### config.mk
export PLATFORM = sky130hd
export DESIGN_NAME = fetch_stage
export DESIGN_NICKNAME = d
export VERILOG_FILES = /design/src/rtl/fetch_pkg.sv /design/src/rtl/ifid_reg.sv /design/src/rtl/fetch_stage.sv
export SDC_FILE = /design/constraint.sdc
export NUM_CORES = 1
export LEC_CHECK = 0
export CAP_MARGIN = 40
export CORE_MARGIN = 2
export CORE_UTILIZATION = 45
export CTS_CLUSTER_DIAMETER = 100
export DETAILED_ROUTE_END_ITERATION = 16
export MAX_ROUTING_LAYER = met4
export PLACE_DENSITY = 0.8
export SETUP_SLACK_MARGIN = 0.5
export SYNTH_ARGS = -nofsm -noshare
export SYNTH_HDL_FRONTEND = slang
export SYNTH_SLANG_ARGS = --single-unit
### constraint.sdc
create_clock -name clk -period 2.7 [get_ports clk]
set_input_delay 0.54 -clock clk [delete_from_list [all_inputs] [get_ports clk]]
set_output_delay 0.54 -clock clk [all_outputs]
set_load 0.02 [all_outputs]
### src/rtl/fetch_pkg.sv
// Shared definitions for the RV32I instruction-fetch stage.
//   fetch_state_t : BOOT / RUN / FAULT control states of fetch_stage
//   NOP_INSTR     : canonical bubble word (addi x0, x0, 0)
package fetch_pkg;

  typedef enum logic [1:0] {
    BOOT  = 2'd0,
    RUN   = 2'd1,
    FAULT = 2'd2
  } fetch_state_t;

  localparam logic [31:0] NOP_INSTR = 32'h0000_0013;

endpackage

### src/rtl/ifid_reg.sv
// IF/ID pipeline register.
//   clk, rst        : clock, synchronous active-high reset
//   hold            : keep all contents (stall)
//   flush           : insert a bubble (valid=0, instr=NOP); wins over hold
//   pc_in, pc_plus4_in, instr_in : fetch-side data captured on a normal load
//   valid, pc, pc_plus4, instr   : registered outputs toward decode
module ifid_reg import fetch_pkg::*; #(
  parameter int ADDRESS_WIDTH     = 32,
  parameter int INSTRUCTION_WIDTH = 32
) (
  input  logic                         clk,
  input  logic                         rst,
  input  logic                         hold,
  input  logic                         flush,
  input  logic [ADDRESS_WIDTH-1:0]     pc_in,
  input  logic [ADDRESS_WIDTH-1:0]     pc_plus4_in,
  input  logic [INSTRUCTION_WIDTH-1:0] instr_in,
  output logic                         valid,
  output logic [ADDRESS_WIDTH-1:0]     pc,
  output logic [ADDRESS_WIDTH-1:0]     pc_plus4,
  output logic [INSTRUCTION_WIDTH-1:0] instr
);

  localparam logic [INSTRUCTION_WIDTH-1:0] NOP = INSTRUCTION_WIDTH'(NOP_INSTR);

  logic                         valid_d, valid_q;
  logic [ADDRESS_WIDTH-1:0]     pc_d, pc_q;
  logic [ADDRESS_WIDTH-1:0]     pc_plus4_d, pc_plus4_q;
  logic [INSTRUCTION_WIDTH-1:0] instr_d, instr_q;

  always_comb begin
    valid_d    = valid_q;
    pc_d       = pc_q;
    pc_plus4_d = pc_plus4_q;
    instr_d    = instr_q;
    if (flush) begin
      // pc fields keep their last value; only valid/instr mark the bubble
      valid_d = 1'b0;
      instr_d = NOP;
    end else if (!hold) begin
      valid_d    = 1'b1;
      pc_d       = pc_in;
      pc_plus4_d = pc_plus4_in;
      instr_d    = instr_in;
    end
  end

  always_ff @(posedge clk) begin
    if (rst) begin
      valid_q    <= 1'b0;
      pc_q       <= '0;
      pc_plus4_q <= '0;
      instr_q    <= NOP;
    end else begin
      valid_q    <= valid_d;
      pc_q       <= pc_d;
      pc_plus4_q <= pc_plus4_d;
      instr_q    <= instr_d;
    end
  end

  assign valid    = valid_q;
  assign pc       = pc_q;
  assign pc_plus4 = pc_plus4_q;
  assign instr    = instr_q;

endmodule

### src/rtl/fetch_stage.sv
// Instruction-fetch stage: owns the PC, addresses the combinational
// instruction memory and fills the IF/ID register.
//   clk, rst     : clock, synchronous active-high reset
//   stall        : hold PC and IF/ID
//   redirect     : load pc_target, bubble IF/ID (overrides stall)
//   pc_target    : redirect destination
//   imem_addr    : registered PC toward instruction memory
//   imem_instr   : word returned for imem_addr
//   ifid_*       : IF/ID register contents for decode
//   fetch_fault  : misaligned redirect trapped
// Optional feature macro: FETCH_MISALIGN_TRAP_EN -- a misaligned redirect
// parks the stage in FAULT until reset. Without it the low two target bits
// are cleared and fetch_fault is constant 0.
module fetch_stage import fetch_pkg::*; #(
  parameter int                       ADDRESS_WIDTH     = 32,
  parameter int                       INSTRUCTION_WIDTH = 32,
  parameter logic [ADDRESS_WIDTH-1:0] RESET_VECTOR      = '0
) (
  input  logic                         clk,
  input  logic                         rst,
  input  logic                         stall,
  input  logic                         redirect,
  input  logic [ADDRESS_WIDTH-1:0]     pc_target,
  output logic [ADDRESS_WIDTH-1:0]     imem_addr,
  input  logic [INSTRUCTION_WIDTH-1:0] imem_instr,
  output logic                         ifid_valid,
  output logic [ADDRESS_WIDTH-1:0]     ifid_pc,
  output logic [ADDRESS_WIDTH-1:0]     ifid_pc_plus4,
  output logic [INSTRUCTION_WIDTH-1:0] ifid_instr,
  output logic                         fetch_fault
);

  fetch_state_t             state_d, state_q;
  logic [ADDRESS_WIDTH-1:0] pc_d, pc_q;
  logic [ADDRESS_WIDTH-1:0] pc_plus4;
  logic                     ifid_hold, ifid_flush;
`ifdef FETCH_MISALIGN_TRAP_EN
  logic                     fault_d, fault_q;
`else
  logic                     unused_target_lo;
  assign unused_target_lo = ^pc_target[1:0];
`endif

  // Wraps modulo 2^ADDRESS_WIDTH by construction.
  assign pc_plus4 = pc_q + ADDRESS_WIDTH'(4);

  always_comb begin
    state_d    = state_q;
    pc_d       = pc_q;
    ifid_hold  = 1'b0;
    ifid_flush = 1'b0;
`ifdef FETCH_MISALIGN_TRAP_EN
    fault_d    = fault_q;
`endif
    case (state_q)
      // One-cycle bubble after reset; stall/redirect are ignored here.
      BOOT: begin
        state_d    = RUN;
        ifid_flush = 1'b1;
      end
      RUN: begin
        if (redirect) begin
          ifid_flush = 1'b1;
`ifdef FETCH_MISALIGN_TRAP_EN
          if (pc_target[1:0] != 2'b00) begin
            state_d = FAULT;
            fault_d = 1'b1;
          end else begin
            pc_d = pc_target;
          end
`else
          pc_d = {pc_target[ADDRESS_WIDTH-1:2], 2'b00};
`endif
        end else if (stall) begin
          ifid_hold = 1'b1;
        end else begin
          pc_d = pc_plus4;
        end
      end
      FAULT: begin
        ifid_flush = 1'b1;
      end
      default: begin
        state_d    = BOOT;
        ifid_flush = 1'b1;
      end
    endcase
  end

  always_ff @(posedge clk) begin
    if (rst) begin
      state_q <= BOOT;
      pc_q    <= RESET_VECTOR;
`ifdef FETCH_MISALIGN_TRAP_EN
      fault_q <= 1'b0;
`endif
    end else begin
      state_q <= state_d;
      pc_q    <= pc_d;
`ifdef FETCH_MISALIGN_TRAP_EN
      fault_q <= fault_d;
`endif
    end
  end

  assign imem_addr = pc_q;
`ifdef FETCH_MISALIGN_TRAP_EN
  assign fetch_fault = fault_q;
`else
  assign fetch_fault = 1'b0;
`endif

  ifid_reg #(
    .ADDRESS_WIDTH    (ADDRESS_WIDTH),
    .INSTRUCTION_WIDTH(INSTRUCTION_WIDTH)
  ) u_ifid_reg (
    .clk        (clk),
    .rst        (rst),
    .hold       (ifid_hold),
    .flush      (ifid_flush),
    .pc_in      (pc_q),
    .pc_plus4_in(pc_plus4),
    .instr_in   (imem_instr),
    .valid      (ifid_valid),
    .pc         (ifid_pc),
    .pc_plus4   (ifid_pc_plus4),
    .instr      (ifid_instr)
  );

endmodule

==> results.txt, run 1 <==
The post-synth design cell area came out at 0.00555 mm². Dividing total power by cell area gives a power density of 601 mW/mm². The total track usage is 0.285. 0 antenna diodes ended up in the layout.

The later-pin clock latency in the skew report is 0.42 ns. Traced cell by cell, the critical path runs through clkdlybuf4s50_1. The site row count is 40. The kind of start point of the critical path is a flip-flop. The number of warnings printed during yosys synthesis is 0. The worst min-delay path class is reg -> reg. The worst clock skew on the final layout is 0.00509 ns. The residual antenna-violating net count after detailed routing came out at 0. For this block, the routed nets add up to 18.2 mm of wire.

The via count of the first global-routing pass was 5765. The filler cell count in the final layout is 945. In the routed design, unresolved DRC markers number 0. For the worst setup path, the data arrival time is 1.60 ns. The number of flops mapped to enable cells by yosys is 0. The buffer depth of the longest clock path came out at 2. The routed design could run at a clock period as short as 2.14 ns. The netlist uses 60 different library cells. The least setup slack across all paths after layout came out at 0.563 ns. The first detailed-routing pass took 7 iterations. The area after detailed placement came out at 0.00758 mm². The die covers 0.0132 mm².

Measured against its own limit, the worst slew margin works out to 0.650. The half-perimeter wire length after placement came out at 12.7 mm. Setup repair after global routing could not meet its margin everywhere. The final cell utilization of the core is 0.685.

The slack of the worst reg-to-reg path is 0.59 ns. The register bit total from synthesis came out at 124. The wire length of the first global-routing pass is 28.7 mm.

The number of top-level pins came out at 198. The maximum vdd ir drop came out at 315 µV. Of all cell types, the one taking the most synthesized area is sky130_fd_sc_hd__dfxtp_1.

The combined buffer and inverter count along the critical path is 1. The run finished with clean final reports. The synthesis-to-finish area growth is 48.3%.

Summed over all failing endpoints, the final setup total negative slack is 0 ns. The count of H-tree levels built during CTS is 4. The TritonCTS clock tree is built. The transition time of the tightest slew-check pin came out at 0.525 ns.

The library cell used most frequently in the layout, excluding fill and tap cells, is sky130_fd_sc_hd__clkdlybuf4s50_1. The clock net sink count is 124. The average size of a mapped cell is 8.00 µm².

The die is 115 µm wide. The largest incremental delay on the critical path came out at 0.67 ns. At the placement stage, the worst setup path has a slack of 0.307 ns.

The prevailing post-synth register cell is sky130_fd_sc_hd__dfxtp_1. The library cell used as clock root buffer is sky130_fd_sc_hd__clkbuf_16. The number of antenna violations at the first check in global routing came out at 0.

Clock-pin slew was measured on the worst setup and hold paths at 0.05 ns. The final count of pins violating max slew is 0. The library cell contributing the largest single delay on the critical path is sky130_fd_sc_hd__clkdlybuf4s50_1. Broken down by cell family, the worst path's largest delay share belongs to buffers and inverters.

The detailed router's first-iteration violation count came out at 408. Of all flip-flops after synthesis, the portion carrying an async set or reset was 0. The count of final hold-check violations was 0. The weighted congestion at the end of routability-driven global placement is 0.901. The share of post-route cells with drive strength above 1 is 0.106. Port buffering added 188 buffers. The maximum number of pins on one net before global-route repair came out at 49. In the final design database the tool counted 941 nets. The cell count after synthesis is 694. STA classifies the critical path endpoint as an output port. The floorplan die height is 115 µm. The top-area cell type share of the netlist area is 0.447.

Setup violations remaining at the end of the flow were counted as 0. By area the synthesized netlist is led by sky130_fd_sc_hd__dfxtp_1, sky130_fd_sc_hd__nand2_1, sky130_fd_sc_hd__a21oi_1. The sequential cell area fraction in the yosys report came out at 0.447. The average wire per cell in the routed design is 17.7 µm. Max-cap violations in this run came to 0. The critical path class is reg -> out.

At the worst endpoint, the required time is 2.16 ns. The count of vias placed by the detailed router is 5893. In this run the static leakage power is 2.98 nW. The top fanout value on the critical path came out at 9. The post-detailed-route via-to-cell ratio came out at 5.71.

The total CTS buffers came out at 17. In the layout the commonest cells are sky130_fd_sc_hd__clkdlybuf4s50_1, sky130_fd_sc_hd__nand2_1, sky130_fd_sc_hd__dfxtp_1. The initial standard-cell utilization of the core came out at 0.462. Summing all non-filler instances in the final layout gives an area of 0.00823 mm².

The maximum clock rate came out at 0.468 GHz. In the finished design, the share of the clock period the worst path needs comes to 0.792. After global routing the overflow that remains totals 0. The placeable core region came out at 0.0120 mm².
-- final cells by class --
class	instances	area, µm²	share of cell area
multi-input cells	499	2760	0.335
flip-flops and latches	124	2490	0.303
clock buffers	25	495	0.0602
well taps	147	184	0.0223
repair buffers	223	2170	0.263
clock inverters	7	110	0.0134
inverters	7	26.3	0.00319
-- power by group --
group,internal [mW],switching [mW],total (mW)
Sequential,1.90,0.0775,1.98
Combinational,0.296,0.332,0.627
Clock,1.54,0.801,2.34
Total,3.74,1.21,4.95
-- stage by stage --
step	hold WS [ns]	power, mW	cells
after floorplan	0.522	2.32	700
after detailed placement	0.442	2.63	997
after global placement	0.434	2.62	996
final	0.452	4.95	1032
after CTS	0.453	4.97	1029
after global routing	0.464	5.11	1032
-- per-layer routing --
metal | track usage | up-vias | part of all wire
met1 | 0.339 | 2816 | 0.41
met3 | 0.0843 | 28 | 0.088
li1 | - | 2765 | -
met4 | 0.134 | 0 | 0.017
met5 | - | - | 0
met2 | 0.444 | 284 | 0.48
-- registers in the layout, summed over array words and instances (netlist names) --
register and count:
u_ifid_reg.pc 30, state_q 1, u_ifid_reg.instr 32, u_ifid_reg.valid 1, imem_addr 30, u_ifid_reg.pc_plus4 30
-- repair_timing --
action | in CTS | in global routing
buffers inserted | 0 | 3
hold buffers | 0 | 0
setup endpoints to repair | 11 | 12
endpoints found under the hold margin | 0 | 0
gates resized for setup | 9 | 4
pin swaps | 0 | 2
-- synthesized netlist by cell type, types with 7 or more instances --
cell type	number
sky130_fd_sc_hd__nand2_1	150
sky130_fd_sc_hd__dfxtp_1	124
sky130_fd_sc_hd__a21oi_1	95
sky130_fd_sc_hd__clkbuf_1	42
sky130_fd_sc_hd__o21ai_0	42
sky130_fd_sc_hd__nor2_1	33
sky130_fd_sc_hd__nand3_1	20
sky130_fd_sc_hd__a211oi_1	14
sky130_fd_sc_hd__xnor2_1	14
sky130_fd_sc_hd__and3_1	11
sky130_fd_sc_hd__buf_2	11
sky130_fd_sc_hd__xor2_1	11
sky130_fd_sc_hd__buf_4	10
sky130_fd_sc_hd__nor3_1	10
sky130_fd_sc_hd__a31oi_1	9
sky130_fd_sc_hd__inv_1	7
sky130_fd_sc_hd__nor4_1	7
-- path summary, 6_finish.rpt --
path                                                        from                               end  depth (start not counted)
worst max-delay path                  imem_addr[26]$_SDFFE_PP0P_                     imem_addr[26]                          1
worst min-delay path            u_ifid_reg.instr[6]$_SDFFE_PP0N_  u_ifid_reg.instr[6]$_SDFFE_PP0N_                          2
worst max register to register         imem_addr[5]$_SDFFE_PP0P_        imem_addr[23]$_SDFFE_PP0P_                          5
worst min register to register  u_ifid_reg.instr[6]$_SDFFE_PP0N_  u_ifid_reg.instr[6]$_SDFFE_PP0N_                          2
-- worst reg2reg max path: stages (launching register included) --
cell and delay, ns:
sky130_fd_sc_hd__dfxtp_2 0.47, sky130_fd_sc_hd__nand3_2 0.24, sky130_fd_sc_hd__or4_4 0.68, sky130_fd_sc_hd__nor4_1 0.33, sky130_fd_sc_hd__o21ai_0 0.15, sky130_fd_sc_hd__o2111a_1 0.15
-- kinds of logic after synthesis --
| kind of cell | Yosys count | share of synthesized area |
|---|---|---|
| simple gates | 269 | 0.238 |
| buf+inv | 77 | 0.0631 |
| flops | 124 | 0.447 |
| compound gates | 196 | 0.208 |
| mux | 1 | 0.00180 |
| fa+ha+maj | 1 | 0.00225 |
| other cells | 1 | 0.000676 |
| xor+xnor | 25 | 0.0394 |
Power figures use the tool's default switching activity.
==> run 2: changes to the inputs <==
==> constraint.sdc (replaced) <==
create_clock -name clk -period 2.16 [get_ports clk]
set_input_delay 0.432 -clock clk [delete_from_list [all_inputs] [get_ports clk]]
set_output_delay 0.432 -clock clk [all_outputs]
set_load 0.02 [all_outputs]
==> results.txt, run 2 (synthesis gave the netlist of run 1 again) <==
The highest metal layer carrying signal wires in the routed design is met4. The filler cell count in the final layout is 873. The worst clock skew on the final layout came out at 0.00910 ns. From left edge to right edge, the die measures 115 µm.

The final layout net count is 1011. Setup violations remaining at the end of the flow were counted as 0. The reported leakage power is 3.97 nW. For this configuration, the core starts out at a cell density of 0.462. The total CTS buffers came out at 17.

The average wire per cell in the routed design came out at 18.9 µm. Summed over all nets, wire length on met3 after detailed routing comes to 1.70 mm. The worst setup path is launched from a flip-flop.

The floorplan step defined a die boundary enclosing 0.0132 mm². The maximum vdd ir drop is 500 µV. The final count of pins violating max slew came out at 0. The later-pin clock latency in the skew report is 0.43 ns.

The worst min-delay path class is reg -> reg. The count of nets left with antenna violations once routing finished came out at 0. After clock tree synthesis, the clock-pin slew on the worst setup and hold paths is 0.06 ns. The routed layout has 6315 vias.

The library cell used as clock root buffer is sky130_fd_sc_hd__clkbuf_16. The combined buffer and inverter count along the critical path came out at 1. The detailed-route wire length on metal 1 came out at 8.38 mm. The maximum clock rate is 0.534 GHz. The number of port buffers came out at 188. The placeable core region came out at 0.0120 mm². The worst setup path is captured at a flip-flop.

The met2 wire length came out at 9.95 mm. The critical path goes through nand4_4, or4_4, nor2_4, buf_12, xnor2_2, a21oi_1. The total track usage came out at 0.321. The weighted congestion at the end of routability-driven global placement came out at 0.888. The total power after layout came out at 6.05 mW. The via count of the first global-routing pass is 6251. In this run the vertical extent of the chip is 115 µm. The smallest clock period supported by the final layout is computed as 1.87 ns.

The top fanout value on the critical path came out at 7. The clock tree synthesis step divided the H-tree into 4 levels. On the critical path the largest part of the delay comes from simple AND/OR/NAND/NOR gates. The critical path arrival came out at 2.18 ns. The number of remaining DRC errors came out at 0.

The flow ran to the end, and the final reports show no timing, DRC or antenna violations. The clock network fraction of total power came out at 0.453. Dividing the detail-routed via count by the number of cells gives 5.73. The number of antenna violations at the first check in global routing came out at 1.

The post-cts hold buffer count is 0. The net switching share of the total power is 0.270. The routed design has 20.8 mm of wire. The half-perimeter wire length after placement is 13.0 mm. The first-pass detailed-route iteration total came out at 5. The switching power of the nets came out at 1.63 mW.

The share of post-route cells with drive strength above 1 is 0.258. Setup repair after global routing could not meet its margin everywhere. Across all setup checks in the final design, the least slack found is 0.289 ns. The first global-routing pass estimated 31.9 mm of wire.

The number of maximum-capacitance violations is 0. For this run, the slowest stage of the critical path takes 0.66 ns. In the layout the commonest cells are sky130_fd_sc_hd__nand2_1, sky130_fd_sc_hd__dlygate4sd2_1, sky130_fd_sc_hd__dfxtp_1.

The number of flip-flops in the largest register is 32. The power density over the cells came out at 669 mW/mm². The TritonCTS clock tree is built.

During I/O placement, the number of pins put on the boundary was 198. The sequential power share came out at 0.404. The critical path class is reg -> reg. The total overflow left after global routing is 0. The internal power contribution is 4.42 mW. The final sum of negative setup slack is 0 ns. The count of final hold-check violations is 0. The most common cell after layout, fill and taps aside is sky130_fd_sc_hd__nand2_1. The required time reported for the critical path endpoint is 2.47 ns. In the finished design, the share of the clock period the worst path needs comes to 0.866.

After the first detailed-routing iteration, the DRC count stood at 608. The slowest stage of the critical path belongs to the cell sky130_fd_sc_hd__or4_4. The synthesis-to-finish area growth came out at 62.9%. Entering global routing, the biggest net connects 67 pins.

The site row count came out at 40. Before CTS, the worst setup slack after placement is -0.0463 ns. The clock net sink count is 124. Of the total power, combinational logic draws 0.143. The buffer depth of the longest clock path is 2.
-- run 2: cell count changes in the layout (fill, tap and decap cells not counted), sizes merged --
| cell | before | now |
|---|---|---|
| inv | 7 | 6 |
| clkdlybuf4s15 | 0 | 6 |
| diode | 0 | 1 |
| clkinvlp | 0 | 3 |
| clkinv | 4 | 10 |
| dlygate4sd2 | 2 | 102 |
| buf | 36 | 111 |
| clkdlybuf4s50 | 185 | 64 |
| bufinv | 3 | 2 |
| clkbuf | 25 | 28 |
-- run 2: what timing repair did --
item | CTS | global route
endpoints found under the setup margin | 165 | 64
pin swaps | 41 | 29
setup buffers | 59 | 8
gates resized for setup | 190 | 67
-- run 2: final timing paths --
kind / slack [ns] / depth (start not counted) / from / to
max: 0.29 / 6 / imem_addr[8]$_SDFFE_PP0P_ / u_ifid_reg.pc_plus4[25]$_SDFFE_PP0P_
min: 0.45 / 2 / u_ifid_reg.pc[12]$_SDFFE_PP0P_ / u_ifid_reg.pc[12]$_SDFFE_PP0P_
max reg2reg: 0.29 / 6 / imem_addr[8]$_SDFFE_PP0P_ / u_ifid_reg.pc_plus4[25]$_SDFFE_PP0P_
min reg2reg: 0.45 / 2 / u_ifid_reg.pc[12]$_SDFFE_PP0P_ / u_ifid_reg.pc[12]$_SDFFE_PP0P_
-- run 2: power groups by stage --
stage | combinational (mW) | sequential, mW | clock [mW]
finish | 0.863 | 2.45 | 2.74
global route | 0.919 | 2.46 | 2.86
CTS | 0.824 | 2.45 | 2.75
detailed placement | 0.790 | 2.53 | 0
global placement | 0.779 | 2.52 | 0
floorplan | 0.335 | 2.59 | 0
-- run 2: cell type report --
class,count,area (µm²),share of cell area
inverters,7,30.0,0.00332
flip-flops and latches,124,2570,0.285
multi-input cells,499,3060,0.339
well taps,147,184,0.0203
clock inverters,14,129,0.0143
diodes,1,2.50,0.000277
repair buffers,293,2630,0.291
clock buffers,18,429,0.0475
-- run 2: through the flow --
stage,util,area (µm²),cells,hold WS (ns)
after global placement,0.649,7790,1003,0.437
final,0.753,9040,1103,0.451
after CTS,0.737,8850,1094,0.452
after detailed placement,0.649,7790,1003,0.447
after floorplan,-,5790,700,0.518
after global routing,0.753,9040,1103,0.468
-- run 2: layer usage --
layer | global-route usage | vias up
met5 | - | -
met2 | 0.521 | 343
met3 | 0.0759 | 75
met4 | 0.145 | 0
li1 | - | 2906
met1 | 0.378 | 2991
-- run 2: tightest hold or removal path, cell delays in order, from the launching register on --
cell and delay (ns):
sky130_fd_sc_hd__dfxtp_1 0.30, sky130_fd_sc_hd__nand2_1 0.05, sky130_fd_sc_hd__a21oi_1 0.05
==> run 3: changes to the inputs <==
--- a/config.mk
+++ b/config.mk
@@ -10,6 +10,7 @@
 export CORE_UTILIZATION = 45
 export CTS_CLUSTER_DIAMETER = 100
 export DETAILED_ROUTE_END_ITERATION = 16
+export GPL_ROUTABILITY_DRIVEN = 0
 export MAX_ROUTING_LAYER = met4
 export PLACE_DENSITY = 0.8
 export SETUP_SLACK_MARGIN = 0.5
==> results.txt, run 3 (synthesis gave the netlist of run 1 again) <==
The critical path is of the reg -> reg type. The placeable core region is 0.0120 mm². The analysis attributes to net switching a power of 1.62 mW. The count of final setup violators is 0. For this design the ratio of total power to cell area is 676 mW/mm².

The post-route cell area is 0.00921 mm². The synthesis-to-finish area growth is 65.9%. For this run, the top clock speed supported by timing is 0.499 GHz.

The worst min-delay path class is reg -> reg. In the layout the commonest cells are sky130_fd_sc_hd__nand2_1, sky130_fd_sc_hd__dfxtp_1, sky130_fd_sc_hd__dlygate4sd2_1, sky130_fd_sc_hd__buf_4, sky130_fd_sc_hd__a21oi_1. The final count of pins violating max slew came out at 0. The clock network fraction of total power is 0.459. The TritonCTS clock tree is built. The reported leakage power is 4.07 nW.

The post-detailed-route via-to-cell ratio came out at 6.17. The count of H-tree levels built during CTS is 4. The internal power contribution came out at 4.61 mW.

The wire length after detailed routing is 23.8 mm. Subtracting the final worst setup slack from the clock period gives 2.00 ns. The via count of the first global-routing pass was 6412. No sink is reached through more buffers than the 2 on the longest clock path. The area after detailed placement came out at 0.00778 mm². The sequential power share came out at 0.393. The final sum of negative setup slack is 0 ns. The proportion of power drawn by combinational gates is 0.148. The number of maximum-capacitance violations came out at 0. Prior to clock tree synthesis, the placed netlist has a worst setup slack of 0.0598 ns. The maximum vdd ir drop is 524 µV. The completed layout was analyzed and its total power is 6.23 mW. The kind of start point of the critical path is a flip-flop. The first-pass detailed-route iteration total came out at 7. For this run, the number of standard cells in the final layout without fillers is 1118. The library cell used as clock root buffer is sky130_fd_sc_hd__clkbuf_16. The path depth of the worst reg2reg path came out at 7. The required time reported for the critical path endpoint is 2.48 ns.

The net switching share of the total power is 0.260. The wire length of the first global-routing pass came out at 31.8 mm. The total congestion overflow after global routing came out at 0.

The residual antenna-violating net count after detailed routing is 0. Setup repair after global routing could not meet its margin everywhere. The later-pin clock latency in the skew report came out at 0.42 ns.

Along the worst path, the maximum fanout reaches 5. The initial standard-cell utilization of the core is 0.462. The number of flip-flops in the largest register came out at 32. The die is 115 µm tall. The capture instance of the worst register-to-register path is imem_addr[26]$_SDFFE_PP0P_. Across every metal layer, demand over resource in global routing totals 0.318. The worst-case hold path end point is u_ifid_reg.instr[3]$_SDFFE_PP0N_. The worst setup path is captured at a flip-flop. Leaving out fill and tap cells, the most frequent cell in the layout is sky130_fd_sc_hd__nand2_1. The final layout net count came out at 1027.

The source of the worst hold timing path is u_ifid_reg.instr[3]$_SDFFE_PP0N_. The clock net sink count came out at 124. Buffers inserted during clock tree synthesis total 17. The count of placed standard cells including taps is 1001. The site row count is 40. After layout, the worst setup slack is 0.158 ns. The worst hold margin came out at 0.448 ns.

The maximum number of pins on one net before global-route repair came out at 61. The flow ran to the end, and the final reports show no timing, DRC or antenna violations. The share of the clock period used by the worst path after layout is 0.927. In the routed design, unresolved DRC markers number 0. The number of port buffers came out at 188.

The die covers 0.0132 mm². The count of final hold-check violations is 0. In this run the critical register-to-register path is launched from imem_addr[24]$_SDFFE_PP0P_. The final cell utilization of the core came out at 0.767. STA puts the critical path data arrival time at 2.32 ns.

The average wire per cell in the routed design is 21.2 µm. Of the cells placed in the final design, the portion with a size suffix greater than 1 is 0.277. The clock-pin transition on the worst setup and hold timing paths came out at 0.06 ns. The die is 115 µm wide. The half-perimeter wire length after placement is 13.0 mm. The worst hold path depth is 2. The number of antenna violations at the first check in global routing came out at 0. On the final layout, the worst clock skew is 0.0117 ns.

For this block, the initial DRC count from the detailed router was 1004. The number of top-level pins is 198. The routed layout has 6894 vias.

The worst register-to-register path has a setup slack of 0.16 ns. The repair_antennas step left the layout with diodes totalling 0.
-- run 3: changes by cell type in the layout (fill, tap and decap cells not counted), moves of 3 or more --
cell,previous run,this run
sky130_fd_sc_hd__buf_4,81,96
sky130_fd_sc_hd__clkbuf_2,10,17
sky130_fd_sc_hd__clkbuf_8,0,5
sky130_fd_sc_hd__clkinv_1,3,0
sky130_fd_sc_hd__dfxtp_4,22,19
sky130_fd_sc_hd__dlygate4sd2_1,102,96
sky130_fd_sc_hd__o21ai_2,5,1
-- run 3: layout make-up --
type	count	area, µm²
clock inverters	7	85.1
flip-flops and latches	124	2560
inverters	7	30.0
multi-input cells	499	3110
repair buffers	309	2730
clock buffers	25	505
fillers	799	2800
well taps	147	184
-- run 3: power groups by stage --
stage / sequential, mW / clock, mW / combinational [mW]
after floorplan: 2.59 / 0 / 0.335
after global routing: 2.45 / 2.98 / 0.970
after CTS: 2.44 / 2.86 / 0.826
after global placement: 2.52 / 0 / 0.774
final: 2.44 / 2.86 / 0.924
after detailed placement: 2.52 / 0 / 0.788
-- run 3: worst max-delay path: stages (launching register included) --
cell and delay (ns):
sky130_fd_sc_hd__dfxtp_4 0.37, sky130_fd_sc_hd__clkinvlp_4 0.13, sky130_fd_sc_hd__buf_4 0.18, sky130_fd_sc_hd__nor4_4 0.32, sky130_fd_sc_hd__buf_4 0.21, sky130_fd_sc_hd__nand3_4 0.09
sky130_fd_sc_hd__or3_4 0.34, sky130_fd_sc_hd__a31oi_1 0.26
-- run 3: repair_timing --
| action | 4_1_cts | 5_1_grt |
|---|---|---|
| setup buffers | 60 | 24 |
| setup endpoints to repair | 160 | 77 |
| cloned | 0 | 1 |
| gates resized for setup | 183 | 87 |
| pin swaps | 36 | 37 |
| hold buffers | 0 | 0 |
-- run 3: worst max-delay path by stage --
stage | end | slack [ns] | start
floorplan | imem_addr[27]$_SDFFE_PP0P_ | 0.33 | imem_addr[7]$_SDFFE_PP0P_
global placement | imem_addr[24]$_SDFFE_PP0P_ | 0.13 | redirect
detailed placement | imem_addr[24]$_SDFFE_PP0P_ | 0.06 | redirect
CTS | imem_addr[26]$_SDFFE_PP0P_ | 0.40 | imem_addr[2]$_SDFFE_PP0P_
global route | imem_addr[26]$_SDFFE_PP0P_ | 0.17 | imem_addr[24]$_SDFFE_PP0P_
finish | imem_addr[26]$_SDFFE_PP0P_ | 0.16 | imem_addr[24]$_SDFFE_PP0P_
-- run 3: routing by layer --
metal,GRT usage,vias up,wire [µm]
li1,-,2939,-
met1,0.361,3191,8380
met2,0.505,596,11000
met3,0.100,168,2740
met4,0.165,0,1640
met5,-,-,0
==> RTL edit: new RTL, settings of run 1 <==
`INSTRUCTION_WIDTH` is set to 32 in 2 places; all go to 48.
--- a/src/rtl/ifid_reg.sv
+++ b/src/rtl/ifid_reg.sv
@@ -6,7 +6,7 @@
 //   valid, pc, pc_plus4, instr   : registered outputs toward decode
 module ifid_reg import fetch_pkg::*; #(
   parameter int ADDRESS_WIDTH     = 32,
-  parameter int INSTRUCTION_WIDTH = 32
+  parameter int INSTRUCTION_WIDTH = 48
 ) (
   input  logic                         clk,
   input  logic                         rst,
--- a/src/rtl/fetch_stage.sv
+++ b/src/rtl/fetch_stage.sv
@@ -13,7 +13,7 @@
 // are cleared and fetch_fault is constant 0.
 module fetch_stage import fetch_pkg::*; #(
   parameter int                       ADDRESS_WIDTH     = 32,
-  parameter int                       INSTRUCTION_WIDTH = 32,
+  parameter int                       INSTRUCTION_WIDTH = 48,
   parameter logic [ADDRESS_WIDTH-1:0] RESET_VECTOR      = '0
 ) (
   input  logic                         clk,
Interface: changed (resized ifid_instr and imem_instr); port bits go from 198 to 230. No check against the original RTL was run, so the function may have changed too.
==> RTL edit against run 1 <==
Final cell count grew 13%; register-to-register slack lost 0.13 ns; worst setup slack lost 0.11 ns; critical endpoint is now imem_addr[20]; sequential cell count grew 16; total power grew 5.5%; synthesized area grew 8.9%; final area grew 11%; routed wire length grew 4.1%; largest cell class unchanged.
==> RTL edit: results (changes against run 1) <==
| Metric | Value |
|---|---|
| DRT iter0 DRCs | `537 (+32%)` |
| Met2 routed WL | `8799 um (+0.62%)` |
| Mapped Avg Cell Area | `7.776 sq um (-2.8%)` |
| Yosys warns | `0 (unchanged)` |
| Worst-margin pin slew | `0.7982 ns (+0.2728 ns)` |
| Min-Delay Path Depth | `2 (unchanged)` |
| Top routing layer in use | `met4` |
| Leakage | `0.003319 uW (+11%)` |
| Reg2Reg Launch Point | `imem_addr[3]` |
| Sequential area share after synthesis | `46.39% (+1.7 points)` |
| First-pass GRT wire length | `30,060 um (+4.7%)` |
| Largest net degree at the start of global routing | `73 (+49%)` |
| Worst-Skew Late Latency | `0.42 ns (about the same)` |
| Top cells by area, synth | `dfxtp_1 46%, nand2_1 12%, a21oi_1 9.3%, clkbuf_1 3.8%, o21ai_0 3.2%` |
| Metal3 WL | `1772 um (+9.9%)` |
| Setup WS pre-CTS | `0.3426 ns (+0.03517 ns)` |
| Num CTS Buffers | `17 (unchanged)` |
| Min Hold Slack | `0.4477 ns (-0.003785 ns)` |
| Detailed placement HPWL | `12,880 um (+1.1%)` |
| Crit Path Max Fanout | `5 (-4)` |
| DRC | `0 (unchanged)` |
| Critical hold path startpoint | `u_ifid_reg.instr[3]` |
| Worst R2R End | `imem_addr[20]` |
| Avg Vias per Cell | `5.469 (-4.2%)` |
| GP Congestion | `0.8799 (-2.4%)` |
| Crit-path max cell delay | `0.56 ns (-0.11 ns)` |
| CP arrival | `2.58 ns (+0.98 ns)` |
| Async set or reset register ratio after synthesis | `0% (unchanged)` |
| DR pass1 iterations | `5 (-2)` |
| Worst-case clock buffer depth | `2 (unchanged)` |
| DRT met1 WL | `7784 um (+3.1%)` |
| CP max stage cell | `or4_4` |
| Placed Cells | `1,128 (+13%)` |
| Clock Pin Slew Worst Setup and Hold Paths | `0.06 ns` |
| Most instantiated cells after synthesis | `195 x nand2_1, 140 x dfxtp_1, 112 x a21oi_1` |
| Routed len/inst | `16.20 um (-8.3%)` |
| Port bufs | `220 (+17%)` |
| Peak supply drop | `472.1 uV (+50%)` |
| Layout cells sized above 1 | `10.35% (-0.27 points)` |
| Antenna cell count | `0 (unchanged)` |
| Reg2Reg Setup Slack | `0.46 ns (-0.13 ns)` |
| Layout Cells excl Fill | `1,171 (+13%)` |
| Final setup violation count | `0 (unchanged)` |
| Outcome | `finished clean` |
| Filler cells | `1,067 (+13%)` |
| CTS Root Cell | `clkbuf_16` |
| Hold EP | `u_ifid_reg.instr[3]` |
| H-tree Lvls | `4 (unchanged)` |
| Clock skew | `0.006994 ns (+0.001900 ns)` |
| Antenna violations before repair | `0 (unchanged)` |
| Netlist cell types | `51 (-15%)` |
| Placed Area | `8407 sq um (+11%)` |
| Total GRT Usage | `27.10% (-1.4 points)` |
| Number of global-route vias before repair | `5,948 (+3.2%)` |
| CP delay by family, top | `simple AND/OR/NAND/NOR gates` |
| Hold Crit Class | `flop to flop` |
| Max reg flops | `48 (+50%)` |
| FF-to-FF path depth | `6 (+1)` |
| Finished Cell Area | `9163 sq um (+11%)` |
| Final hold vios | `0 (unchanged)` |
[RTL edit: cell families (layout without fill, tap and decap cells)]
kind of cell,after synthesis,after routing,share of synthesized area (%)
DFF,140,140,46.39
muxes,7,7,1.201
other,1,7,0.06207
buffers and inverters,84,296,5.819
and+or+nand+nor,305,305,22.03
AOI/OAI and AO/OA,213,213,20.52
xor gates and xnor gates,26,26,3.769
adders and majority gates,1,1,0.2070
[RTL edit: final cells by class]
class / count / area share (%)
well taps: 176 / 2.403
clock buffers: 23 / 5.435
multi-input cells: 559 / 32.55
repair buffers: 259 / 27.42
clock inverters: 7 / 0.9559
inverters: 7 / 0.2868
flip-flops and latches: 140 / 30.94
[RTL edit: layer usage]
layer | vias up | track usage (%)
met5 | - | -
met4 | 0 | 12.28
met3 | 43 | 8.080
met2 | 338 | 41.29
met1 | 2957 | 33.21
li1 | 3066 | -
[RTL edit: how the worst max path moves through the flow]
stage            startpoint       endpoint  slack [ns]
2_1_floorplan  imem_addr[3]  imem_addr[20]        0.45
3_3_place_gp          stall  imem_addr[23]        0.36
5_1_grt        imem_addr[3]  imem_addr[20]        0.42
3_5_place_dp          stall  imem_addr[23]        0.34
4_1_cts        imem_addr[3]  imem_addr[20]        0.39
6_report       imem_addr[3]  imem_addr[20]        0.46
[RTL edit: what timing repair did]
action | in CTS | in global routing
resized for setup | 2 | 15
endpoints found under the hold margin | 0 | 0
setup endpoints to repair | 10 | 19
setup buffers | 5 | 8
cloned | 0 | 0
pin swaps | 3 | 4
[RTL edit: where the power goes]
part / switching [uW] / internal, uW / total (uW)
registers: 73.8 / 2140 / 2210
logic: 359 / 335 / 694
clock network: 853 / 1470 / 2320
